$ cat src/rtl/rsa_message_sequencer_pkg.sv
// Shared widths, default parameters and state encoding for the RSA message sequencer.
package rsa_message_sequencer_pkg;

  localparam int unsigned BYTE_W         = 8;
  localparam int unsigned WORD_W         = 16;
  localparam int unsigned CNT_W          = 8;
  localparam int unsigned DEF_FIFO_DEPTH = 4;
  localparam int unsigned DEF_TIMEOUT    = 1023;

  typedef enum logic [1:0] {
    ST_IDLE   = 2'd0,
    ST_LAUNCH = 2'd1,
    ST_WAIT   = 2'd2,
    ST_EMIT   = 2'd3
  } seq_state_e;

endpackage

$ cat src/rtl/rsa_byte_fifo.sv
// Plaintext byte FIFO: refuses pushes when full, never bypasses when empty.
module rsa_byte_fifo
  import rsa_message_sequencer_pkg::*;
#(
  parameter int unsigned DEPTH = DEF_FIFO_DEPTH
) (
  input  logic              clk,
  input  logic              rst,
  input  logic              i_push,
  input  logic [BYTE_W-1:0] i_data,
  input  logic              i_pop,
  output logic [BYTE_W-1:0] o_data,
  output logic              o_full,
  output logic              o_empty
);

  localparam int unsigned AW = (DEPTH > 1) ? $clog2(DEPTH) : 1;
  localparam logic [AW:0] FULL_CNT = (AW + 1)'(DEPTH);

  logic [BYTE_W-1:0] r_mem [DEPTH];
  logic [AW-1:0]     r_wr_ptr;
  logic [AW-1:0]     r_rd_ptr;
  logic [AW:0]       r_count;
  logic              w_push;
  logic              w_pop;

  assign o_full  = (r_count == FULL_CNT);
  assign o_empty = (r_count == '0);
  assign w_push  = i_push && !o_full;
  assign w_pop   = i_pop && !o_empty;
  assign o_data  = r_mem[r_rd_ptr];

  always_ff @(posedge clk) begin
    if (rst) begin
      r_wr_ptr <= '0;
      r_rd_ptr <= '0;
      r_count  <= '0;
    end else begin
      if (w_push) begin
        r_mem[r_wr_ptr] <= i_data;
        r_wr_ptr        <= r_wr_ptr + AW'(1);
      end
      if (w_pop) begin
        r_rd_ptr <= r_rd_ptr + AW'(1);
      end
      case ({w_push, w_pop})
        2'b10:   r_count <= r_count + (AW + 1)'(1);
        2'b01:   r_count <= r_count - (AW + 1)'(1);
        default: r_count <= r_count;
      endcase
    end
  end

endmodule

$ cat src/rtl/rsa_message_sequencer.sv
// Feeds buffered plaintext bytes one at a time to an RSA encryptor and streams
// the resulting ciphertext words downstream.
module rsa_message_sequencer
  import rsa_message_sequencer_pkg::*;
#(
  parameter int unsigned FIFO_DEPTH = DEF_FIFO_DEPTH,
  parameter int unsigned TIMEOUT    = DEF_TIMEOUT
) (
  input  logic              clk,
  input  logic              rst,
  input  logic [BYTE_W-1:0] in_data,
  input  logic              in_valid,
  output logic              in_ready,
  output logic [BYTE_W-1:0] enc_data,
  output logic              enc_start,
  input  logic              enc_done,
  input  logic [WORD_W-1:0] enc_result,
  output logic [WORD_W-1:0] out_data,
  output logic              out_valid,
  input  logic              out_ready,
  output logic              busy,
  output logic              timeout_err,
  output logic [CNT_W-1:0]  msg_count
);

  localparam int unsigned TW = $clog2(TIMEOUT + 1);
  localparam logic [TW-1:0] LAST_WAIT = TW'(TIMEOUT - 1);

  seq_state_e        r_state;
  logic [TW-1:0]     r_wait_cnt;
  logic [BYTE_W-1:0] r_enc_data;
  logic              r_enc_start;
  logic [WORD_W-1:0] r_out_data;
  logic              r_out_valid;
  logic              r_busy;
  logic              r_timeout_err;
  logic [CNT_W-1:0]  r_msg_count;

  logic              w_full;
  logic              w_empty;
  logic              w_pop;
  logic [BYTE_W-1:0] w_head;

  assign w_pop    = (r_state == ST_IDLE) && !w_empty;
  assign in_ready = !w_full;

  rsa_byte_fifo #(
    .DEPTH (FIFO_DEPTH)
  ) u_fifo (
    .clk     (clk),
    .rst     (rst),
    .i_push  (in_valid),
    .i_data  (in_data),
    .i_pop   (w_pop),
    .o_data  (w_head),
    .o_full  (w_full),
    .o_empty (w_empty)
  );

  // Sequencer FSM; the first WAIT cycle ignores enc_done because it may still
  // carry the previous message's completion level.
  always_ff @(posedge clk) begin
    if (rst) begin
      r_state       <= ST_IDLE;
      r_wait_cnt    <= '0;
      r_enc_data    <= '0;
      r_enc_start   <= 1'b0;
      r_out_data    <= '0;
      r_out_valid   <= 1'b0;
      r_busy        <= 1'b0;
      r_timeout_err <= 1'b0;
      r_msg_count   <= '0;
    end else begin
      r_enc_start <= 1'b0;
      case (r_state)
        ST_IDLE: begin
          if (!w_empty) begin
            r_enc_data  <= w_head;
            r_enc_start <= 1'b1;
            r_busy      <= 1'b1;
            r_state     <= ST_LAUNCH;
          end
        end
        ST_LAUNCH: begin
          r_wait_cnt <= '0;
          r_state    <= ST_WAIT;
        end
        ST_WAIT: begin
          if ((r_wait_cnt != '0) && enc_done) begin
            r_out_data  <= enc_result;
            r_out_valid <= 1'b1;
            r_state     <= ST_EMIT;
          end else if (r_wait_cnt == LAST_WAIT) begin
            r_timeout_err <= 1'b1;
            r_busy        <= 1'b0;
            r_state       <= ST_IDLE;
          end else begin
            r_wait_cnt <= r_wait_cnt + TW'(1);
          end
        end
        ST_EMIT: begin
          if (out_ready) begin
            r_out_valid <= 1'b0;
            r_msg_count <= r_msg_count + CNT_W'(1);
            r_busy      <= 1'b0;
            r_state     <= ST_IDLE;
          end
        end
        default: begin
          r_state <= ST_IDLE;
          r_busy  <= 1'b0;
        end
      endcase
    end
  end

  assign enc_data    = r_enc_data;
  assign enc_start   = r_enc_start;
  assign out_data    = r_out_data;
  assign out_valid   = r_out_valid;
  assign busy        = r_busy;
  assign timeout_err = r_timeout_err;
  assign msg_count   = r_msg_count;

endmodule

$ cat config.mk
export PLATFORM = sky130hd
export DESIGN_NAME = rsa_message_sequencer
export DESIGN_NICKNAME = d
export VERILOG_FILES = /design/src/rtl/rsa_message_sequencer_pkg.sv /design/src/rtl/rsa_byte_fifo.sv /design/src/rtl/rsa_message_sequencer.sv
export SDC_FILE = /design/constraint.sdc
export NUM_CORES = 1
export LEC_CHECK = 0
export CORE_ASPECT_RATIO = 1.4
export CORE_UTILIZATION = 40
export DETAILED_ROUTE_END_ITERATION = 10
export DONT_BUFFER_PORTS = 1
export GPL_TIMING_DRIVEN = 0
export PLACE_DENSITY_LB_ADDON = 0.05
export SETUP_SLACK_MARGIN = 0.5
export SYNTH_ARGS = -nofsm -noshare
export SYNTH_HDL_FRONTEND = slang
export SYNTH_SLANG_ARGS = --single-unit
$ cat constraint.sdc
create_clock -name clk -period 3.7 [get_ports clk]
set_clock_uncertainty 0.05 [all_clocks]
set_input_delay 1.11 -clock clk [delete_from_list [all_inputs] [get_ports clk]]
set_output_delay 1.11 -clock clk [all_outputs]
set_load 0.02 [all_outputs]
; ---- Word level (Yosys, flattened, before mapping)
; Memory sizes are Yosys's and may differ from the RTL's. A register that Yosys moved wholly into a read port is not among the register bits.
; Index checks and enable logic that the tools add are counted.
[classes]
mul = 0
addsub = 6
bitwise_logic = 3
n_eq_ne = 14
n_reduce_logical = 22
n_lt_le_gt_ge = 0
div = 0
shifts = 0
n_mux = 20
[op_table]
columns = op, count
row1 = 2-to-1 mux 10 bit, 2
row2 = one-hot mux 10 bit (2 select lines), 1
row3 = "!= test 2 bit, second input constant", 6
row4 = AND reduction 3 bit, 4
row5 = "adder 10 x 1 -> 10 bit, second input constant", 1
row6 = "== test 10 bit, second input constant", 1
row7 = nonzero test 10 bit, 1
row8 = 2-to-1 mux 1 bit, 9
row9 = "adder 8 x 1 -> 8 bit, second input constant", 1
row10 = 2-to-1 mux 2 bit, 4
row11 = one-hot mux 2 bit (4 select lines), 1
row12 = "== test 2 bit, second input constant", 3
row13 = one-hot mux 3 bit (2 select lines), 1
row14 = AND reduction 2 bit, 3
row15 = nonzero test 2 bit, 3
row16 = AND reduction 5 bit, 1
row17 = "adder 2 x 1 -> 2 bit, second input constant", 2
row18 = "== test 2 x 1 -> 1 bit, second input constant", 2
row19 = logical AND 1 bit, 4
row20 = "adder 3 x 1 -> 3 bit, second input constant", 1
row21 = "== test 3 bit, second input constant", 1
row22 = logical NOT 3 bit, 1
row23 = "!= test 3 bit, second input constant", 1
row24 = NOT 1 bit, 3
row25 = other kinds (7), 8
[word_totals]
latch_bits = 0
ramBits = 32
elab_cells = 77
inputBits = 29
n_memories = 1
register_bits = 47
rom_bits = 0
output_inout_bits = 37
[mem_list]
columns = name, words, word_bits, read_ports, rd_ports_with_merged_regs, wr, line
row1 = u_fifo.r_mem, 4, 8, 1, 1, 1, rsa_byte_fifo.sv:20  ; logic [BYTE_W-1:0] r_mem [DEPTH];

; ---- Depth between registers and ports, before layout
[depth]
word_depth = 6
depth_mapped = 12

; ---- Hierarchy
; Synthesis repeated with hierarchy kept, for this count alone.
[hier_totals]
cells_unflattened = 342
area_unflattened_um2 = 3812.4
[modules_own_cells]
columns = module, n_inst, seq_area_each_um2, area_per_inst_um2, cells_per_inst
row1 = rsa_message_sequencer, 1, 960.9, 2175.8, 246
row2 = rsa_byte_fifo, 1, 1141.1, 1636.6, 96

; ---- Least setup slack after synthesis
; No wires, ideal clock.
[synth_path]
path_type = register to register
startpoint = reg r_state[0]
endpoint = reg u_fifo.r_count[2]
arrival_time_ns = 2.481
required_ns = 3.580
slack_ns = 1.098
period_less_slack_ns = 2.602
path_stages_with_launch = 13
path_buffers = 2
setup_time_ns = 0.070
cell_sequence = dfxtp_1 inv_1 ha_1 nand2b_1 clkbuf_1 inv_1 clkbuf_1 ha_1 inv_1 fa_1 xor2_1 or3_1 a21oi_1
[synth_between]
elab_chain_cells = 5
[synth_lines]
columns = item, line
row1 = "start, declared", rsa_message_sequencer.sv:29  ; seq_state_e r_state;
row2 = "start signal, assigned", rsa_message_sequencer.sv:64  ; r_state <= ST_IDLE;
row3 = "start signal, assigned", rsa_message_sequencer.sv:81  ; r_state <= ST_LAUNCH;
row4 = "start signal, assigned", rsa_message_sequencer.sv:86  ; r_state <= ST_WAIT;
row5 = logical NOT 2 bit (*), rsa_message_sequencer.sv:44  ; assign w_pop = (r_state == ST_IDLE) && !w_empty;
row6 = logical AND 1 bit (*), rsa_message_sequencer.sv:44
row7 = via u_fifo.i_pop, rsa_byte_fifo.sv:11  ; input logic i_pop,
row8 = logical AND 1 bit (*), rsa_byte_fifo.sv:30  ; assign w_pop = i_pop && !o_empty;
row9 = == test 2 x 1 -> 1 bit or == test 2 bit (tied branches), rsa_byte_fifo.sv:46  ; case ({w_push, w_pop})
row10 = one-hot mux 3 bit (2 select lines) or nonzero test 2 bit (tied branches), n/a
row11 = "end signal, assigned", rsa_byte_fifo.sv:47  ; 2'b10: r_count <= r_count + (AW + 1)'(1);
row12 = "end signal, assigned", rsa_byte_fifo.sv:48  ; 2'b01: r_count <= r_count - (AW + 1)'(1);
row13 = "end signal, assigned", rsa_byte_fifo.sv:49  ; default: r_count <= r_count;
row14 = "end, declared", rsa_byte_fifo.sv:23  ; logic [AW:0] r_count;
; The timed path passes the listed nets; every way through them passes the cells marked *.
; A chain may end at the register's enable or synchronous reset.

; ---- Final worst setup path
; Same ends and word-level chain as after synthesis.

==> metrics <==
GR peak layer met2; area share of xor/xnor cells in the synthesized design 0.02589; largest net degree at the start of global routing 14; Synth Area in Simple Gates 0.1513; GRT Total Usage 0.1642; # diodes 0; status finished, final reports clean; Synth Cell Area 0.003721 mm^2; PwrDens about 670 mW/mm^2; Pwr Total around 2.8 mW; Synth top area share 0.2959; Synth Warn # 0; post-route cell area slightly above 0.004 mm^2; synthesis-to-finish area growth 11.70%; DRC viols 0; Pre-antenna DRT Iters 4; Fin Setup TNS 0 ps; final slew viol count 0; flops & latches, synth 87; synthesized area per cell about 11 um^2; setup bufs post-CTS 0; leakage between 1 and 1.5 nW; GP Congestion 0.8642; type of destination of the critical path flop; Chip Width about 84 um; 1st-iter DRT viols between 70 and 80; CP required ~4000 ps; Distinct cells, synth 43; CP Max Fanout 10; Layout Utilization 0.4604; min-delay src u_fifo.r_wr_ptr[1]; Die ar. 0.009698 mm^2; final hold vios 0; wire length per cell between 15 and 20 um; fraction of final layout cells sized beyond drive strength 1 0.09943; FILL cells around 840; M1 GR Usage 0.1795; vias in the first global route approximately 2400; crit path DAT about 3000 ps; Post-synth EDFFs 32; Hold Path Class flop to flop; first-pass GRT wire length between 10 and 15 mm; grt total ovfl 0; dpl ws between 700 and 800 ps; dpl hpwl around 5.5 mm; CP Launch Type flop; Adder-Cell Fraction of Synth Area 0.05245; max-cap viol count 0; Post-Syn Instances 337; fraction of synthesized area in multiplexers 0.09415; Layout Nets between 300 and 400; Ports 66; CTS sink cnt between 80 and 90; Worst Hold End u_fifo.r_wr_ptr[1]; final worst slack slightly above 900 ps; Core ar. 0.009029 mm^2; Final Non-Filler Cells 459; largest area contributor in the netlist dfxtp_1; via/cell ratio 5.353; # rows about 40; Die H 116.1 um; root buffer selected by CTS clkbuf_16; Async SR Flop Fraction 0; CTS H-tree lvls 3; Peak VDD IR about 300 uV; initial antenna violation count 0; Reg2Reg Depth 12; fmax ~0.36 GHz; Routed Antenna Nets 0; grt met2 use 0.3016; slew at the pin with the worst max-slew slack about 800 ps; Hold WS 460.9 ps; grt met3 use 0.03816; critical path class flop to flop; placed instance area 0.003855 mm^2; synthesized net count 381; Synth area leaders dfxtp_1 30%, edfxtp_1 26%, mux4_2 4.8%, ha_1 4.7%, mux2i_1 4.6%; clk slew on worst S/H paths 60 ps; cts hold-fix bufs 0; RSZ-0062 raised after global routing false; maximum clock insertion buffer count 2; Num CTS Buffers 9; TritonCTS clock tree built; routed wire length between 7 and 8 mm; Min-Delay Path Depth 2; number of I/O port buffers 0; largest family of logic cells by synthesized area simple AND/OR/NAND/NOR gates; Final min period ~2800 ps; Final Cycle Share 0.7526; Synth Area in Compound Gates 0.08642; Final setup viols 0; RR Startpoint r_state[0]; Clock Latency Late Sink 330 ps; Initial Util 0.4121; Synth Flop Type dfxtp_1; R2R setup slack 920 ps; slew margin rel. 0.4674; Seq/Total Area, Yosys 0.5541; Placed Cells 444; routed via count between 2000 and 2500; FF-to-FF End u_fifo.r_count[2]
layout make-up:
type                            instances  area, um^2  share of cell area
Sequential cell                        87        2062              0.4961
Multi-Input combinational cell        217        1526              0.3672
Clock buffer                           12       257.7             0.06201
Tap cell                              107       133.9             0.03221
Buffer                                 18       77.57             0.01866
Inverter                               15       56.30             0.01355
Clock inverter                          3       42.54             0.01023
worst max-delay path, stage by stage, from the launching register on:
cell	delay (ps)
dfxtp_1	330
inv_1	140
ha_1	210
nand2b_1	70
clkbuf_1	220
inv_1	130
clkbuf_2	240
ha_1	220
inv_1	60
fa_1	420
xor2_1	150
or3_1	310
a21oi_1	140
sequential cells by signal, indices dropped and copies added (netlist names), 2 cells and up:
signal           flops
out_data            16
u_fifo.r_mem        32
u_fifo.r_wr_ptr      2
r_state              2
r_wait_cnt          10
enc_data             8
u_fifo.r_rd_ptr      2
msg_count            8
u_fifo.r_count       3
cells in the mapped netlist (all sizes together), types with 3 or more instances:
cell     n
or4      5
mux4     8
xnor2    5
nor3     7
a31oi    3
inv     15
ha      14
o31ai    6
mux2i   17
and2     9
a211oi   3
a21oi   22
nand3    5
clkbuf  10
buf      8
nand4    8
nand2   28
o21ai    6
or3      5
nor2    38
dfxtp   55
edfxtp  32
xor2     6
routing by layer:
layer / routed length, um / vias up
met2: 4154 / 32
met4: 116 / 0
met1: 3132 / 1187
met5: 0 / -
met3: 207 / 9
li1: - / 1229
how the worst max path moves through the flow:
stage | slack, ps | start | end
after floorplan | 1100 | r_state[0] | u_fifo.r_count[2]
after global placement | 760 | r_state[0] | u_fifo.r_count[2]
after detailed placement | 710 | r_state[0] | u_fifo.r_count[2]
after CTS | 690 | r_state[0] | u_fifo.r_count[2]
after global routing | 620 | r_state[0] | u_fifo.r_count[2]
final | 920 | r_state[0] | u_fifo.r_count[2]
power breakdown:
group	switching [mW]	leakage [nW]	internal (mW)
registers	0.125	0.736	1.10
logic	0.397	0.520	0.255
clock network	0.354	0.148	0.558
total	0.876	1.40	1.91
timing repair:
action | CTS | global route
hold endpoints to repair | 0 | 0
endpoints found under the setup margin | 0 | 1
gates resized for setup | 0 | 2
cells in the final DEF, fill, tap and decap left out, types with 3 or more instances in the layout:
cell type	n
o21ai_0	6
mux2i_1	17
and2_1	8
clkbuf_1	9
a21oi_1	22
or3_1	5
a211oi_1	3
xnor2_1	5
or4_1	5
nor2_1	38
nand3_1	5
o31ai_1	6
buf_1	3
nand2_1	28
a31oi_1	3
mux4_2	8
buf_2	4
clkbuf_16	9
ha_1	14
edfxtp_1	32
dfxtp_1	55
xor2_1	6
nand4_1	8
nor3_1	7
inv_1	15
cell families after synthesis:
family / count (synthesis)
AOI/OAI and AO/OA: 51
xor gates and xnor gates: 11
adders and majority gates: 15
buffers and inverters: 33
DFF: 87
muxes: 25
and+or+nand+nor: 115
No activity file was read; power rests on OpenSTA's default activity.
